### config.mk
export PLATFORM = sky130hd
export DESIGN_NAME = march_bist_ctrl_flat
export DESIGN_NICKNAME = d
export VERILOG_FILES = /design/src/rtl/march_bist_ctrl_if.sv /design/src/rtl/march_bist_ctrl.sv /design/src/flat_wrapper.sv
export SDC_FILE = /design/constraint.sdc
export NUM_CORES = 1
export LEC_CHECK = 0
export CORE_UTILIZATION = 45
export CTS_CLUSTER_SIZE = 24
export DETAILED_ROUTE_END_ITERATION = 7
export PLACE_DENSITY = 0.84
export SYNTH_ARGS = -nofsm -noshare
export SYNTH_HDL_FRONTEND = slang
export SYNTH_SLANG_ARGS = --single-unit
### constraint.sdc
create_clock -name clk -period 3.9 [get_ports clk]
set_clock_uncertainty 0.15 [all_clocks]
set_input_delay 0.78 -clock clk [delete_from_list [all_inputs] [get_ports clk]]
set_output_delay 0.78 -clock clk [all_outputs]
set_load 0.1 [all_outputs]
### src/rtl/march_bist_ctrl_if.sv
// Bus bundle between the March C- BIST sequencer, the test-mode top level and the SRAM pins.
// slave = sequencer side, master = top level / SRAM side.
interface march_bist_ctrl_if #(
    parameter int ADDR_W = 4,
    parameter int DATA_W = 2,
    parameter int CNT_W  = 8
);
    logic              start;
    logic              busy;
    logic              done;
    logic              fail;
    logic [ADDR_W-1:0] fail_addr;
    logic [2:0]        fail_elem;
    logic [CNT_W-1:0]  fail_count;
    logic [ADDR_W-1:0] mem_addr;
    logic              mem_we_n;
    logic              mem_cs_n;
    logic [DATA_W-1:0] mem_wdata;
    logic [DATA_W-1:0] mem_rdata;

    modport slave (
        input  start, mem_rdata,
        output busy, done, fail, fail_addr, fail_elem, fail_count,
               mem_addr, mem_we_n, mem_cs_n, mem_wdata
    );

    modport master (
        output start, mem_rdata,
        input  busy, done, fail, fail_addr, fail_elem, fail_count,
               mem_addr, mem_we_n, mem_cs_n, mem_wdata
    );
endinterface

### src/rtl/march_bist_ctrl.sv
// March C- BIST sequencer for a single-port SRAM, one memory op per cycle, registered read compare.
// Define MBIST_DIAG_EN to implement first-failure address/element and the mismatch counter.
//
// state | meaning
// IDLE  | waiting for start after reset
// RUN   | issuing the 10*depth march ops
// DRAIN | comparing the final read, port idle
// DONE  | status valid, waiting for start
module march_bist_ctrl #(
    parameter int ADDR_W = 4,
    parameter int DATA_W = 2,
    parameter int CNT_W  = 8
) (
    input logic              clk,
    input logic              rst,
    march_bist_ctrl_if.slave bus
);
    typedef enum logic [1:0] {IDLE, RUN, DRAIN, DONE} state_t;

    localparam logic [ADDR_W-1:0] IDX_MAX = '1;
    localparam logic [2:0]        E_LAST  = 3'd5;

    state_t            state_q, state_d;
    logic [2:0]        elem_q, elem_d;
    logic [ADDR_W-1:0] idx_q, idx_d;
    logic              ph_q, ph_d;
    logic              rd_pend_q, rd_pend_d;
    logic              rd_exp_q, rd_exp_d;
    logic              fail_q, fail_d;

    logic              op_rd, rbg, wbg, desc, addr_last_op, mismatch;
    logic [ADDR_W-1:0] op_addr;

    // E1..E5 start each address with a read; E0 is write-only, E5 read-only.
    assign op_rd        = (elem_q != 3'd0) && !ph_q;
    assign rbg          = (elem_q == 3'd2) || (elem_q == 3'd4);
    assign wbg          = (elem_q == 3'd1) || (elem_q == 3'd3);
    assign desc         = (elem_q == 3'd3) || (elem_q == 3'd4);
    assign addr_last_op = (elem_q == 3'd0) || (elem_q == E_LAST) || ph_q;
    assign op_addr      = desc ? ~idx_q : idx_q;
    assign mismatch     = rd_pend_q && (bus.mem_rdata != {DATA_W{rd_exp_q}});

`ifdef MBIST_DIAG_EN
    logic [ADDR_W-1:0] rd_addr_q, rd_addr_d;
    logic [2:0]        rd_elem_q, rd_elem_d;
    logic [ADDR_W-1:0] fail_addr_q, fail_addr_d;
    logic [2:0]        fail_elem_q, fail_elem_d;
    logic [CNT_W-1:0]  fail_cnt_q, fail_cnt_d;
`endif

    always_ff @(posedge clk) begin
        if (rst) begin
            state_q   <= IDLE;
            elem_q    <= '0;
            idx_q     <= '0;
            ph_q      <= 1'b0;
            rd_pend_q <= 1'b0;
            rd_exp_q  <= 1'b0;
            fail_q    <= 1'b0;
`ifdef MBIST_DIAG_EN
            rd_addr_q   <= '0;
            rd_elem_q   <= '0;
            fail_addr_q <= '0;
            fail_elem_q <= '0;
            fail_cnt_q  <= '0;
`endif
        end else begin
            state_q   <= state_d;
            elem_q    <= elem_d;
            idx_q     <= idx_d;
            ph_q      <= ph_d;
            rd_pend_q <= rd_pend_d;
            rd_exp_q  <= rd_exp_d;
            fail_q    <= fail_d;
`ifdef MBIST_DIAG_EN
            rd_addr_q   <= rd_addr_d;
            rd_elem_q   <= rd_elem_d;
            fail_addr_q <= fail_addr_d;
            fail_elem_q <= fail_elem_d;
            fail_cnt_q  <= fail_cnt_d;
`endif
        end
    end

    always_comb begin
        state_d   = state_q;
        elem_d    = elem_q;
        idx_d     = idx_q;
        ph_d      = ph_q;
        rd_pend_d = 1'b0;
        rd_exp_d  = rd_exp_q;
        fail_d    = fail_q;
`ifdef MBIST_DIAG_EN
        rd_addr_d   = rd_addr_q;
        rd_elem_d   = rd_elem_q;
        fail_addr_d = fail_addr_q;
        fail_elem_d = fail_elem_q;
        fail_cnt_d  = fail_cnt_q;
`endif
        bus.mem_cs_n  = 1'b1;
        bus.mem_we_n  = 1'b1;
        bus.mem_addr  = '0;
        bus.mem_wdata = '0;

        if (mismatch) begin
            fail_d = 1'b1;
`ifdef MBIST_DIAG_EN
            if (!fail_q) begin
                fail_addr_d = rd_addr_q;
                fail_elem_d = rd_elem_q;
            end
            if (fail_cnt_q != '1) fail_cnt_d = fail_cnt_q + CNT_W'(1);
`endif
        end

        case (state_q)
            IDLE, DONE: begin
                if (bus.start) begin
                    state_d = RUN;
                    elem_d  = '0;
                    idx_d   = '0;
                    ph_d    = 1'b0;
                    fail_d  = 1'b0;
`ifdef MBIST_DIAG_EN
                    fail_addr_d = '0;
                    fail_elem_d = '0;
                    fail_cnt_d  = '0;
`endif
                end
            end
            RUN: begin
                bus.mem_cs_n  = 1'b0;
                bus.mem_we_n  = op_rd;
                bus.mem_addr  = op_addr;
                bus.mem_wdata = {DATA_W{op_rd ? rbg : wbg}};
                if (op_rd) begin
                    rd_pend_d = 1'b1;
                    rd_exp_d  = rbg;
`ifdef MBIST_DIAG_EN
                    rd_addr_d = op_addr;
                    rd_elem_d = elem_q;
`endif
                end
                if (!addr_last_op) begin
                    ph_d = 1'b1;
                end else begin
                    ph_d  = 1'b0;
                    idx_d = idx_q + ADDR_W'(1);
                    if (idx_q == IDX_MAX) begin
                        elem_d = elem_q + 3'd1;
                        if (elem_q == E_LAST) state_d = DRAIN;
                    end
                end
            end
            DRAIN:   state_d = DONE;
            default: state_d = IDLE;
        endcase
    end

    assign bus.busy = (state_q == RUN) || (state_q == DRAIN);
    assign bus.done = (state_q == DONE);
    assign bus.fail = fail_q;

`ifdef MBIST_DIAG_EN
    assign bus.fail_addr  = fail_addr_q;
    assign bus.fail_elem  = fail_elem_q;
    assign bus.fail_count = fail_cnt_q;
`else
    assign bus.fail_addr  = '0;
    assign bus.fail_elem  = '0;
    assign bus.fail_count = '0;
`endif
endmodule

### src/flat_wrapper.sv
// flat-port wrapper written by rule: the top's interface ports become plain ports
module march_bist_ctrl_flat 
#(
    parameter int ADDR_W = 4,
    parameter int DATA_W = 2,
    parameter int CNT_W  = 8
)
  (clk, rst, bus_start, bus_mem_rdata, bus_busy, bus_done, bus_fail, bus_fail_addr, bus_fail_elem, bus_fail_count, bus_mem_addr, bus_mem_we_n, bus_mem_cs_n, bus_mem_wdata);
  march_bist_ctrl_if #(.ADDR_W(ADDR_W), .DATA_W(DATA_W), .CNT_W(CNT_W)) bus_i ();
  input logic clk;
  input logic rst;
  input wire logic [$bits(bus_i.start)-1:0] bus_start;
  input wire logic [$bits(bus_i.mem_rdata)-1:0] bus_mem_rdata;
  output wire logic [$bits(bus_i.busy)-1:0] bus_busy;
  output wire logic [$bits(bus_i.done)-1:0] bus_done;
  output wire logic [$bits(bus_i.fail)-1:0] bus_fail;
  output wire logic [$bits(bus_i.fail_addr)-1:0] bus_fail_addr;
  output wire logic [$bits(bus_i.fail_elem)-1:0] bus_fail_elem;
  output wire logic [$bits(bus_i.fail_count)-1:0] bus_fail_count;
  output wire logic [$bits(bus_i.mem_addr)-1:0] bus_mem_addr;
  output wire logic [$bits(bus_i.mem_we_n)-1:0] bus_mem_we_n;
  output wire logic [$bits(bus_i.mem_cs_n)-1:0] bus_mem_cs_n;
  output wire logic [$bits(bus_i.mem_wdata)-1:0] bus_mem_wdata;
  assign bus_i.start = bus_start;
  assign bus_i.mem_rdata = bus_mem_rdata;
  assign bus_busy = bus_i.busy;
  assign bus_done = bus_i.done;
  assign bus_fail = bus_i.fail;
  assign bus_fail_addr = bus_i.fail_addr;
  assign bus_fail_elem = bus_i.fail_elem;
  assign bus_fail_count = bus_i.fail_count;
  assign bus_mem_addr = bus_i.mem_addr;
  assign bus_mem_we_n = bus_i.mem_we_n;
  assign bus_mem_cs_n = bus_i.mem_cs_n;
  assign bus_mem_wdata = bus_i.mem_wdata;
  march_bist_ctrl #(.ADDR_W(ADDR_W), .DATA_W(DATA_W), .CNT_W(CNT_W)) u_core (.clk(clk), .rst(rst), .bus(bus_i));
endmodule
==> out/results.txt <==
final slew viol count = 0
postcts setup bufs = 0
via count of the first global-routing pass = 624
fraction of layout cells with a size suffix above 1 = 0.1069
Die Wd = 48 µm
Final Hold Fails = 0
max_cap viols = 0
flip-flop and latch area = 260.3 µm²
gr usage total = 0.1549
Die Y = 48 µm
io pins = 31
Initial Util = 0.4804
WP data arrival = 2.08 ns
Yosys reg bits = 13
Worst Max-Slew Pin Slew = 0.9575 ns
vias per cell = 5.019
setup TNS = 0 ns
Setup WS pre-CTS = 1.176 ns
final design utilization = 0.5284
Worst IR Drop VDD = 0.3167 mV
TritonCTS clock tree = yes
Most used DFF post-synth = dfxtp_1
Cell variety after synth = 34
CTS root buf = clkbuf_4
CTS buffer count = 3
kind of critical path = flop to output port
Slew HR = 0.3597
fin worst setup slack = 0.8936 ns
number of DRC markers in iteration 0 = 21
Fmax = 0.3326 GHz
total number of vias = 793
Crit. End Element = output port
Cell Pwr Density = 647.8 nW/µm²
synthesized cell area = 952.2 µm²
detailed-placement wirelength estimate = 1.297 mm
M3 GR Usage = 0.03774
Syn-to-layout area delta = 9.986%
CP max stage cell = mux2i_1
final instance area = 1047 µm²
WL final = 1.709 mm
GR Util met2 = 0.2757
Crit path largest cell delay = 0.45 ns
Post-synth EDFFs = 0
Syn Inst Count = 118
Post-DP Area = 1021 µm²
register area share after synthesis = 0.2733
global routing usage on met1 = 0.1670
hold bufs inserted after CTS = 0
multi-input logic area = 569.3 µm²
wire per inst = 10.82 µm
initial antenna violation count = 0
Tightest Hold Check Type = flop to flop
number of routed nets with antenna violations = 0
Fin Hold WS = 0.3591 ns
total gr overflow = 0
Longest Clk Path Bufs = 2
most common cell after layout, fill and taps aside = conb_1
quantity of gates resized following cts = 0
most frequent cells in the layout = conb_1 (15), dfxtp_1 (13), nor2_1 (10), buf_4 (9), ha_1 (8)
leakage power = 0.4247 nW
Synth Area per Inst = 8.069 µm²
Sink Count = 13
Critical Path RT = 2.97 ns
status = finished, final reports clean
first-pass GRT wire length = 2.497 mm
Port Buf Inserts = 15
post-layout min period = 3.006 ns
DIE AREA = 2304 µm²
DR DRC count = 0
unrepaired setup endpoints after global routing = no
largest net degree at the start of global routing = 15
fraction of registers with async set/reset = 0
CP Max Fanout = 8
Cell Chain, Critical Path = inv_1 > ha_1 > mux2i_1 > xor2_1 > nor2_1 > buf_4
GR peak layer = met2
router iterations before antenna repair = 4
fill count = 197
Core Footprint = 1982 µm²
final worst-path cycle share = 0.7709
RD Place Congestion = 0.7636
Rows = 16
Yosys warnings = 0
final net count = 145
H-tree depth = 1
later-pin clock latency in the skew report = 0.28 ns
final setup fails = 0
Clock Pin Slew Worst Setup and Hold Paths = 0.08 ns
# diodes = 0
critical path launch point type = flop
[power breakdown]
group / switching, mW / internal [mW]
sequential: 0.0150 / 0.148
combinational: 0.336 / 0.0913
clock: 0.0483 / 0.0397
total: 0.400 / 0.279
[worst max-delay path: cells and delay by family (launching register included)]
family	cells	cell delay (ns)
AND/OR/NAND/NOR	1	0.12
multiplexers	1	0.45
XOR/XNOR	1	0.12
adder cells (fa/ha/maj)	1	0.29
buffers and inverters	2	0.41
flip-flops	1	0.39
[final timing paths]
| path | start | to | slack (ns) | cells after the start |
|---|---|---|---|---|
| max | u_core.elem_q[0] | bus_mem_addr[0] | 0.89 | 6 |
| min | u_core.idx_q[1] | u_core.idx_q[1] | 0.36 | 2 |
| max reg2reg | u_core.state_q[0] | u_core.elem_q[2] | 1.70 | 5 |
| min reg2reg | u_core.idx_q[1] | u_core.idx_q[1] | 0.36 | 2 |
[cells by family (layout without fill, tap and decap cells)]
| logic type | after synthesis | after routing | synth area share |
|---|---|---|---|
| flip-flops | 13 | 13 | 0.2733 |
| XOR/XNOR | 5 | 5 | 0.04599 |
| adder cells (fa/ha/maj) | 8 | 8 | 0.1051 |
| AO/OA/AOI/OAI | 24 | 24 | 0.1603 |
| multiplexers | 3 | 3 | 0.03154 |
| other | 1 | 15 | 0.003938 |
| buffers and inverters | 28 | 27 | 0.1840 |
| AND/OR/NAND/NOR | 36 | 36 | 0.1958 |
[registers in the layout, summed over array words and instances (netlist names)]
register,count
u_core.elem_q,3
u_core.rd_exp_q,1
u_core.bus.fail,1
u_core.state_q,2
u_core.idx_q,4
u_core.ph_q,1
u_core.rd_pend_q,1
[through the flow]
step	std cells	power, mW
floorplan	132	0.5502
global placement	154	0.5857
detailed placement	154	0.5935
CTS	158	0.6785
global route	158	0.7146
finish	158	0.6785
[layout make-up]
cell class | count | share of cell area
well taps | 27 | 0.03226
flip-flops and latches | 13 | 0.2485
clock buffers | 4 | 0.02509
multi-input cells | 91 | 0.5436
inverters | 8 | 0.02867
repair buffers | 15 | 0.1219
[cell usage after synthesis, drive strengths merged, types with 2 or more instances]
library cell | instances | area [µm²]
inv | 7 | 26.28
o21ai | 6 | 30.03
or3 | 4 | 25.02
and2 | 2 | 12.51
xor2 | 4 | 35.03
dfxtp | 13 | 260.3
mux2i | 3 | 30.03
a21oi | 7 | 35.03
a211oi | 3 | 22.52
nor2 | 10 | 37.54
o31ai | 2 | 15.01
nand2b | 2 | 12.51
nand2 | 6 | 22.52
nand3 | 4 | 20.02
ha | 8 | 100.1
buf | 19 | 141.4
or4 | 3 | 22.52
[metal layers]
layer  share of wire  vias up
met5               0        -
met4           0.016        0
met3           0.053        5
met2            0.48       29
met1            0.45      357
li1                -      402
Note: power is estimated with default switching activity, not from simulation.
